[config.mk]
export PLATFORM = sky130hd
export DESIGN_NAME = muldiv_sequencer
export DESIGN_NICKNAME = d
export VERILOG_FILES = /design/src/rtl/muldiv_sequencer.sv
export SDC_FILE = /design/constraint.sdc
export NUM_CORES = 1
export LEC_CHECK = 0
export CORE_UTILIZATION = 50
export CTS_BUF_LIST = sky130_fd_sc_hd__clkbuf_2 sky130_fd_sc_hd__clkbuf_4 sky130_fd_sc_hd__clkbuf_8
export DETAILED_ROUTE_END_ITERATION = 12
export PLACE_DENSITY = 0.73
export SYNTH_ARGS = -nofsm -noshare
export SYNTH_HDL_FRONTEND = slang
export SYNTH_SLANG_ARGS = --single-unit
[constraint.sdc]
create_clock -name clk -period 7.45 [get_ports clk]
set_input_delay 1.49 -clock clk [delete_from_list [all_inputs] [get_ports clk]]
set_output_delay 1.49 -clock clk [all_outputs]
set_load 0.005 [all_outputs]
[src/rtl/muldiv_sequencer.sv]
// muldiv_sequencer: multi-cycle mult/div sequencer (radix-2 shift-add / restoring), HI/LO results; `MULDIV_SIGNED_EN adds signed operation
module muldiv_sequencer #(
  parameter int WIDTH = 32
) (
  input  logic             clk,
  input  logic             reset,
  input  logic             start,
  input  logic [3:0]       alu_op,
  input  logic [WIDTH-1:0] operand_a,
  input  logic [WIDTH-1:0] operand_b,
  output logic             busy,
  output logic             stall,
  output logic             done,
  output logic [WIDTH-1:0] hi,
  output logic [WIDTH-1:0] lo,
  output logic             div_by_zero
);
  typedef enum logic [1:0] {IDLE, MUL, DIV, DONE} state_t;
  localparam logic [3:0] OP_MULT = 4'b1000;
  localparam logic [3:0] OP_DIV  = 4'b1001;
  localparam int CW = $clog2(WIDTH + 1);
  state_t state;
  logic [CW-1:0] cnt;
  logic [WIDTH-1:0] acc_hi, acc_lo, opnd;
  logic [WIDTH-1:0] nxt_hi, nxt_lo, res_hi, res_lo, mag_a, mag_b;
  logic [WIDTH:0] mul_sum, div_shift, div_diff;
  logic is_mul, is_div, accept, b_zero;
  assign is_mul = alu_op == OP_MULT;
  assign is_div = alu_op == OP_DIV;
  assign b_zero = operand_b == '0;
  assign accept = start && state == IDLE && (is_mul || is_div);
  assign stall  = busy || accept;
  // acc_hi:acc_lo is the product accumulator (mult) or remainder:shifting dividend (div)
  always_comb begin
    mul_sum   = {1'b0, acc_hi} + {1'b0, acc_lo[0] ? opnd : '0};
    div_shift = {acc_hi, acc_lo[WIDTH-1]};
    div_diff  = div_shift - {1'b0, opnd};
    nxt_hi    = state == MUL ? mul_sum[WIDTH:1]
              : div_diff[WIDTH] ? div_shift[WIDTH-1:0] : div_diff[WIDTH-1:0];
    nxt_lo    = state == MUL ? {mul_sum[0], acc_lo[WIDTH-1:1]}
              : {acc_lo[WIDTH-2:0], ~div_diff[WIDTH]};
  end
`ifdef MULDIV_SIGNED_EN
  logic neg_hi, neg_lo;
  logic [2*WIDTH-1:0] prod_neg;
  always_comb begin
    mag_a    = operand_a[WIDTH-1] ? -operand_a : operand_a;
    mag_b    = operand_b[WIDTH-1] ? -operand_b : operand_b;
    prod_neg = -{nxt_hi, nxt_lo};
    res_hi   = !neg_hi ? nxt_hi : state == MUL ? prod_neg[2*WIDTH-1:WIDTH] : -nxt_hi;
    res_lo   = !neg_lo ? nxt_lo : state == MUL ? prod_neg[WIDTH-1:0] : -nxt_lo;
  end
  // mult negates the whole product on sign mismatch; div remainder follows the dividend sign
  always_ff @(posedge clk) begin
    if (reset) begin
      neg_hi <= 1'b0;
      neg_lo <= 1'b0;
    end else if (accept) begin
      neg_lo <= operand_a[WIDTH-1] ^ operand_b[WIDTH-1];
      neg_hi <= is_mul ? operand_a[WIDTH-1] ^ operand_b[WIDTH-1] : operand_a[WIDTH-1];
    end
  end
`else
  always_comb begin
    mag_a  = operand_a;
    mag_b  = operand_b;
    res_hi = nxt_hi;
    res_lo = nxt_lo;
  end
`endif
  always_ff @(posedge clk) begin
    if (reset) begin
      state       <= IDLE;
      busy        <= 1'b0;
      done        <= 1'b0;
      hi          <= '0;
      lo          <= '0;
      div_by_zero <= 1'b0;
      cnt         <= '0;
      acc_hi      <= '0;
      acc_lo      <= '0;
      opnd        <= '0;
    end else begin
      done <= 1'b0;
      case (state)
        IDLE: if (accept) begin
          div_by_zero <= is_div && b_zero;
          cnt         <= CW'(WIDTH);
          acc_hi      <= '0;
          acc_lo      <= is_mul ? mag_b : mag_a;
          opnd        <= is_mul ? mag_a : mag_b;
          if (is_div && b_zero) begin
            hi    <= operand_a;
            lo    <= '1;
            state <= DONE;
            done  <= 1'b1;
          end else begin
            state <= is_mul ? MUL : DIV;
            busy  <= 1'b1;
          end
        end
        MUL, DIV: begin
          acc_hi <= nxt_hi;
          acc_lo <= nxt_lo;
          cnt    <= cnt - 1'b1;
          if (cnt == CW'(1)) begin
            hi    <= res_hi;
            lo    <= res_lo;
            state <= DONE;
            busy  <= 1'b0;
            done  <= 1'b1;
          end
        end
        default: state <= IDLE;
      endcase
    end
  end
endmodule
# Word level (Yosys, flattened, before mapping)
# Cells that the tools add are included.
word_totals:
  regBits: 171
  in_bits: 71
  output_inout_bits: 68
op_classes:
  addsub: 3
  n_eq_ne: 9
  n_mux: 33
  bitwise_logic: 1
  n_reduce_logical: 14
ops:
  columns: ["cell", "n"]
  rows:
  - ["$mux 32", 14]
  - ["$pmux 32 s2", 4]
  - ["$add 32x32->33", 1]
  - ["$sub 33x32->33", 1]
  - ["$logic_not 32->1", 1]
  - ["$pmux 6 s2", 1]
  - ["$eq 4x4->1 const B", 2]
  - ["$mux 2", 4]
  - ["$reduce_and 4->1", 2]
  - ["$eq 6x1->1 const B", 1]
  - ["$mux 1", 6]
  - ["$mux 6", 1]
  - ["$ne 2x2->1 const B", 3]
  - ["$reduce_and 2->1", 3]
  - ["$sub 6x1->6 const B", 1]
  - ["$pmux 1 s2", 2]
  - ["$pmux 2 s2", 1]
  - ["$logic_and 1x1->1", 3]
  - ["$eq 2x1->1 const B", 1]
  - ["$eq 2x2->1 const B", 1]
  - ["$logic_not 2->1", 1]
  - ["$logic_or 1x1->1", 2]
  - ["$ne 2x1->1 const B", 1]
  - ["$reduce_bool 2->1", 1]
  - ["other kinds (2)", 2]

# Depth between registers and ports, before layout
# Gate-level depths: netlist of run 1.
logic_depth:
  word_depth: 5
  ltp_mapped: 16
  ltp_nobuf: 14

# Worst setup path after synthesis of run 1
# No wires, ideal clock.
synth_path:
  kind: "input port to output port"
  from: "input alu_op[1]"
  to: "output stall"
  arrival_time_ns: 2.146
  path_slack_ns: 3.814
  path_stages: 3
  cell_sequence: "nor3b_1 > nand3_1 > nand2b_1"
synth_between:
  elab_chain_cells: 4
synth_lines:
  columns: ["element", "line_no", "text"]
  rows:
  - ["from (decl)", "8", "input logic [3:0] alu_op,"]
  - ["$eq 4x4->1 (on tied branches)", "28, 29", null]
  - ["$logic_or 1x1->1 *", "31", "assign accept = start && state == IDLE && (is_mul || is_div);"]
  - ["$logic_and 1x1->1 *", "31", null]
  - ["$logic_or 1x1->1 *", "32", "assign stall = busy || accept;"]
  - ["to (decl)", "12", "output logic stall,"]
# Mark *: on every way between the ends. The rest lies on a longest branch, timed or not.

# Worst setup path after layout of run 1
layout_path:
  from: "input alu_op[3]"
  to: "output stall"
# Same word-level chain as after synthesis.

==> impl_metrics.toml, run 1 <==
[synth]
synth-seq-cells = 171
yosysWarnings = 0
synth_top_area_share_pct = 28.99
syn_nets = 1664
ys.flop_type = "dfxtp_1"
synth.avg_cell_area_sq_um = 7.758
synth_area_leaders = "dfxtp_1 (29%), mux2i_1 (10%), ha_1 (7.3%)"
yosys.area.top_type = "dfxtp_1"
synthCells = 1522
ys_seq_area_share_pct = 28.99
synth_edf_count = 0
syn_area_sq_um = 11810
async_flop_share_pct = 0
synth_cell_types = 75

[timing]
min_period_ns = 4.960
finalSetupViolCount = 0
tightest_slew_ns = 1.188
clock_skew_ns = 0.02172
max_clock_freq_mhz = 201.6
post-route-period-util_pct = 66.58
fin_ws_ns = 2.490
rsz0062_at_grt = "no"
final_max_slew_viol_count = 0
hold_viol = 0
max_slew_margin_pct = 20.73
setup_tns_ns = 0

[route]
remaining_drc_errors = 0
ant_nets = 0
drt_iter0_markers = 967
routed_wl_um = 36160
num_vias = 11670
firstDrtPassIters = 5
wl_per_cell_um = 18.78
viasPerCell = 6.063

[clocking]
cts.path.max_buffers = 2
clock_latency_ns = 0.48
cts_hold_buf = 0
cts-buffers-inserted = 17
cts_sinks = 171
clockRootBuffer = "clkbuf_8"
cts_resized = 0
cts_setup_buffers = 0
path_clk_slew_ns = 0.09
cts_tree = "done"
cts.htree.levels = 4

[global_route]
gr-total-overflow = 0
antenna_found_initial = 0
grt_usage_pct = 29.83
grt_start_max_net_pins = 80
grt_pass1_vias = 10830
grt_pass1_wl_um = 57610

[min_path]
hp-class = "reg -> reg"

[setup_path]
cp.required_ns = 5.96
worst_setup_path_start_kind = "input pin"
crit_type = "in -> out"
cp.arrival_ns = 3.47
endpoint_kind = "output port"
crit_fanout = 5

[die]
die_h_um = 155.7
start_util_pct = 51.53
boundaryPins = 139
dieArea_sq_um = 24230
fp.coreArea_sq_um = 22920
rows = 55
dieWidth_um = 155.7

[run_status]
status = "finished clean"

[final_layout]
drive_gt1_share_pct = 5.025
fillers = 2107
area_growth_syn_to_layout_pct = 16.48
finish.instance_area_sq_um = 13750
antenna-diode-count = 0
nets = 1741
finalCoreUtilization_pct = 60.02

[place]
dp_hpwl_um = 26370
portBuffers = 138
dpl_cell_area_sq_um = 13330
routabilityCongestion = 0.9353
place_ws_ns = 2.337

[flow_run]
max_cap_violations = 0

[power]
ir_drop_mv = 0.2486
p_per_area_nw_per_um2 = 222.1
power.leakage_nw = 5.290
-- path summary, 6_finish.rpt --
kind	start	end	slack [ns]	cells past startpoint
max reg2reg	acc_lo[31]$_SDFFE_PP0P_	hi[8]$_SDFFE_PP0P_	3.31	14
min	hi[2]$_SDFFE_PP0P_	hi[2]$_SDFFE_PP0P_	0.46	2
min reg2reg	hi[2]$_SDFFE_PP0P_	hi[2]$_SDFFE_PP0P_	0.46	2
max	alu_op[3]	stall	2.49	5
-- cells in the mapped netlist, types with 10 or more instances --
master / n
nor2_1: 155
xnor2_1: 35
o21ai_1: 18
dfxtp_1: 171
mux2i_1: 118
inv_1: 51
ha_1: 69
nand4_1: 10
a21o_1: 29
o21a_1: 12
nor3_1: 44
buf_1: 10
nand3_1: 50
nand2_1: 182
clkbuf_1: 72
xor2_1: 20
a22o_1: 22
a31oi_1: 17
and2_1: 34
a21oi_1: 135
o21ai_0: 69
o211ai_1: 12
a211oi_1: 48
nand2b_1: 10
-- worst max-delay path, cell delays in order --
cell	delay (ns)
clkdlybuf4s50_1	0.45
nor3b_1	0.57
nand3_1	0.31
nand2b_1	0.14
clkdlybuf4s50_1	0.51
-- final cells by class --
class	instances	area, sq um	area share (%)
multi-input cells	1205	7843	57.02
flip-flops and latches	171	3423	24.89
repair buffers	151	1476	10.74
well taps	313	391.6	2.848
clock buffers	18	247.7	1.801
inverters	53	198.9	1.447
clock inverters	14	172.7	1.255
-- metrics by stage --
stage	total power, W	std cells	hold WS (ns)
after global routing	0.003214	1925	0.4879
after CTS	0.003036	1925	0.4585
after detailed placement	0.002325	1893	0.4469
after floorplan	0.001965	1522	0.4439
final	0.003055	1925	0.4616
after global placement	0.002312	1893	0.4464
-- cell families (layout without fill, tap and decap cells) --
group	count (synthesis)	count (layout)	synth area share, %
xor+xnor	55	55	4.080
flops	171	171	28.99
buf+inv	146	236	5.055
fa+ha+maj	71	71	7.651
mux	124	124	10.58
simple gates	529	529	20.21
compound gates	426	426	23.44
-- cells in the final DEF (no fill, tap or decap), drive strengths merged, types with 7 or more instances in the layout --
master	instances
a211o	7
a211oi	52
a21o	29
a21oi	135
a22o	22
a31oi	18
and2	35
and3	7
buf	14
clkbuf	18
clkdlybuf4s50	137
dfxtp	171
ha	69
inv	60
mux2i	118
nand2	182
nand2b	10
nand3	50
nand4	10
nor2	157
nor3	44
nor4	9
nor4b	9
o211ai	12
o21a	12
o21ai	88
xnor2	35
xor2	20
-- state kept, by name (all words and copies together) (netlist names) --
name         count
acc_hi          32
acc_lo          32
busy             1
cnt              6
div_by_zero      1
done             1
hi              32
lo              32
opnd            32
state            2
-- where the power goes --
group / internal (W) / total [W] / switching, W
clock: 0.000322 / 0.000716 / 0.000394
sequential: 0.000973 / 0.00102 / 0.0000520
combinational: 0.000477 / 0.00131 / 0.000838
total: 0.00177 / 0.00306 / 0.00128
-- layer usage --
metal  global-route usage, %  share of wire, %  vias to the layer above
met5                       0                 0                        -
met4                   8.683               2.2                        0
met3                   4.861               8.3                       56
met2                   45.10                43                      488
met1                   43.30                47                     5511
li1                        -                 -                     5617
Power figures use the tool's default switching activity.
==> run 2: changes to the inputs <==
==> constraint.sdc (replaced) <==
create_clock -name clk -period 5 [get_ports clk]
set_input_delay 1 -clock clk [delete_from_list [all_inputs] [get_ports clk]]
set_output_delay 1 -clock clk [all_outputs]
set_load 0.005 [all_outputs]
==> run 2 against run 1 <==
Clock power rose by 39%. Worst setup slack got worse by 1.5 ns. Design area is 0.13% higher. Via count down 0.98%. Sequential power increased by 50%. Cell count up 0.36%. Critical endpoint is now hi[13]$_SDFFE_PP0P_.
==> impl_metrics.toml, run 2 (same netlist as run 1, synthesis figures left out) <==
[final_layout]
regArea_sq_um = 3423
layout_commonest_cell = "nand2_1"
multiInputGateArea_sq_um = 7835
finalCoreUtilization_pct = 60.09
finish.instance_area_sq_um = 13770
layout_common_cells = "nand2_1 (182), dfxtp_1 (171), nor2_1 (154)"
nets = 1748
antenna-diode-count = 0
area_growth_syn_to_layout_pct = 16.63
fillers = 2089
drive_gt1_share_pct = 5.374

[global_route]
antenna_found_initial = 0
grt_start_max_net_pins = 69
grt_pass1_vias = 10610
grt_usage_pct = 30.01
gr-total-overflow = 0
grt_pass1_wl_um = 57550

[power]
power.leakage_nw = 5.310
ir_drop_mv = 0.2235
p_seq_share_pct = 34.2
p_per_area_nw_per_um2 = 324.4
p_sw_w = 0.001885
clkPwrFrac_pct = 22.3
combPwrFrac_pct = 43.5
p_total_w = 0.004467
swShare_pct = 42.19
p_int_w = 0.002582

[min_path]
hp-start = "div_by_zero$_SDFFE_PP0P_"
hp-class = "reg -> reg"
holdPathStages = 2
hold-path-endpoint = "div_by_zero$_SDFFE_PP0P_"

[timing]
hold_viol = 0
whs_ns = 0.4633
finalSetupViolCount = 0
tightest_slew_ns = 1.126
setup_tns_ns = 0
max_slew_margin_pct = 24.90
post-route-period-util_pct = 79.35
final_max_slew_viol_count = 0
min_period_ns = 3.968
max_clock_freq_mhz = 252.0
rsz0062_at_grt = "no"
clock_skew_ns = 0.01746

[setup_path]
crit_fanout = 15
ff2ff_path_depth = 14
cp.arrival_ns = 4.31
critical_path.slowest_cell = "or2_1"
cp.required_ns = 5.34
endpoint_kind = "register"
worst_setup_path_start_kind = "register"
timing.rr.start = "acc_lo[31]$_SDFFE_PP0P_"
slowest_delay_ns = 0.67
cp_common_cell = "inv_1"
reg2reg_setup_slack_ns = 1.03
timing.rr.end = "hi[13]$_SDFFE_PP0P_"
crit_chain = "inv_1, ha_1, inv_1, fa_1, a211oi_2, o211a_1, o21ai_2, and3_4, o221ai_2, or2_1, nor2_1, a211o_1, a22oi_1, a21oi_1"
crit_type = "reg -> reg"

[clocking]
clockRootBuffer = "clkbuf_8"
cts.htree.levels = 4
cts_tree = "done"
path_clk_slew_ns = 0.11
clock_latency_ns = 0.48
cts_setup_buffers = 0
cts-buffers-inserted = 17
cts.path.max_buffers = 2
cts_resized = 0
cts_hold_buf = 0
cts_sinks = 171

[route]
ant_nets = 0
firstDrtPassIters = 5
routed_wl_um = 36140
drt_iter0_markers = 948
num_vias = 11560
viasPerCell = 5.982
remaining_drc_errors = 0
wl_per_cell_um = 18.71

[flow_run]
max_cap_violations = 0

[die]
dieArea_sq_um = 24230
dieWidth_um = 155.7
fp.coreArea_sq_um = 22920
start_util_pct = 51.53
die_h_um = 155.7
boundaryPins = 139
rows = 55

[place]
routabilityCongestion = 0.9421
dp_hpwl_um = 26610
portBuffers = 138
dpl_cell_area_sq_um = 13380

[run_status]
status = "finished clean"
==> run 2: power groups by stage <==
stage / Combinational (W) / Sequential (W) / Clock (W)
floorplan: 0.00140 / 0.00153 / 0
global placement: 0.00189 / 0.00156 / 0
detailed placement: 0.00190 / 0.00156 / 0
CTS: 0.00191 / 0.00153 / 0.00101
global route: 0.00211 / 0.00154 / 0.00107
finish: 0.00194 / 0.00153 / 0.000997
==> run 2: critical path: cells and delay by family (launching register included) <==
kind	cells	cell delay, ns
buffers and inverters	2	0.15
and+or+nand+nor	3	1.00
adders and majority gates	2	0.63
DFF	1	0.39
AOI/OAI and AO/OA	7	1.67
==> run 2: how the worst max path moves through the flow <==
stage                                 start                  end  slack (ns)  cells past startpoint
global placement               operand_b[2]  lo[29]$_SDFFE_PP0P_        0.95                     10
floorplan           acc_lo[31]$_SDFFE_PP0P_  hi[13]$_SDFFE_PP0P_        1.87                     15
CTS                 acc_lo[31]$_SDFFE_PP0P_  hi[13]$_SDFFE_PP0P_        1.06                     14
global route         acc_lo[0]$_SDFFE_PP0P_  hi[27]$_SDFFE_PP0P_        0.76                     13
finish              acc_lo[31]$_SDFFE_PP0P_  hi[13]$_SDFFE_PP0P_        1.03                     14
detailed placement             operand_b[2]  lo[19]$_SDFFE_PP0P_        0.80                     10
==> run 2: routing by layer <==
metal | track usage (%) | part of all wire, %
met1 | 43.70 | 47
met2 | 44.71 | 43
met3 | 5.528 | 8.0
met4 | 8.683 | 2.2
met5 | 0 | 0
==> run 2: stage by stage <==
| stage | instances | setup WS [ns] |
|---|---|---|
| finish | 1932 | 1.032 |
| global route | 1932 | 0.7614 |
| CTS | 1932 | 1.058 |
| detailed placement | 1900 | 0.7981 |
| global placement | 1900 | 0.9500 |
| floorplan | 1522 | 1.871 |
==> run 2: final cells by class <==
type | instances | area share [%]
flip-flops and latches | 171 | 24.86
multi-input cells | 1205 | 56.90
inverters | 53 | 1.445
clock buffers | 18 | 1.754
well taps | 313 | 2.844
repair buffers | 158 | 11.10
clock inverters | 14 | 1.099
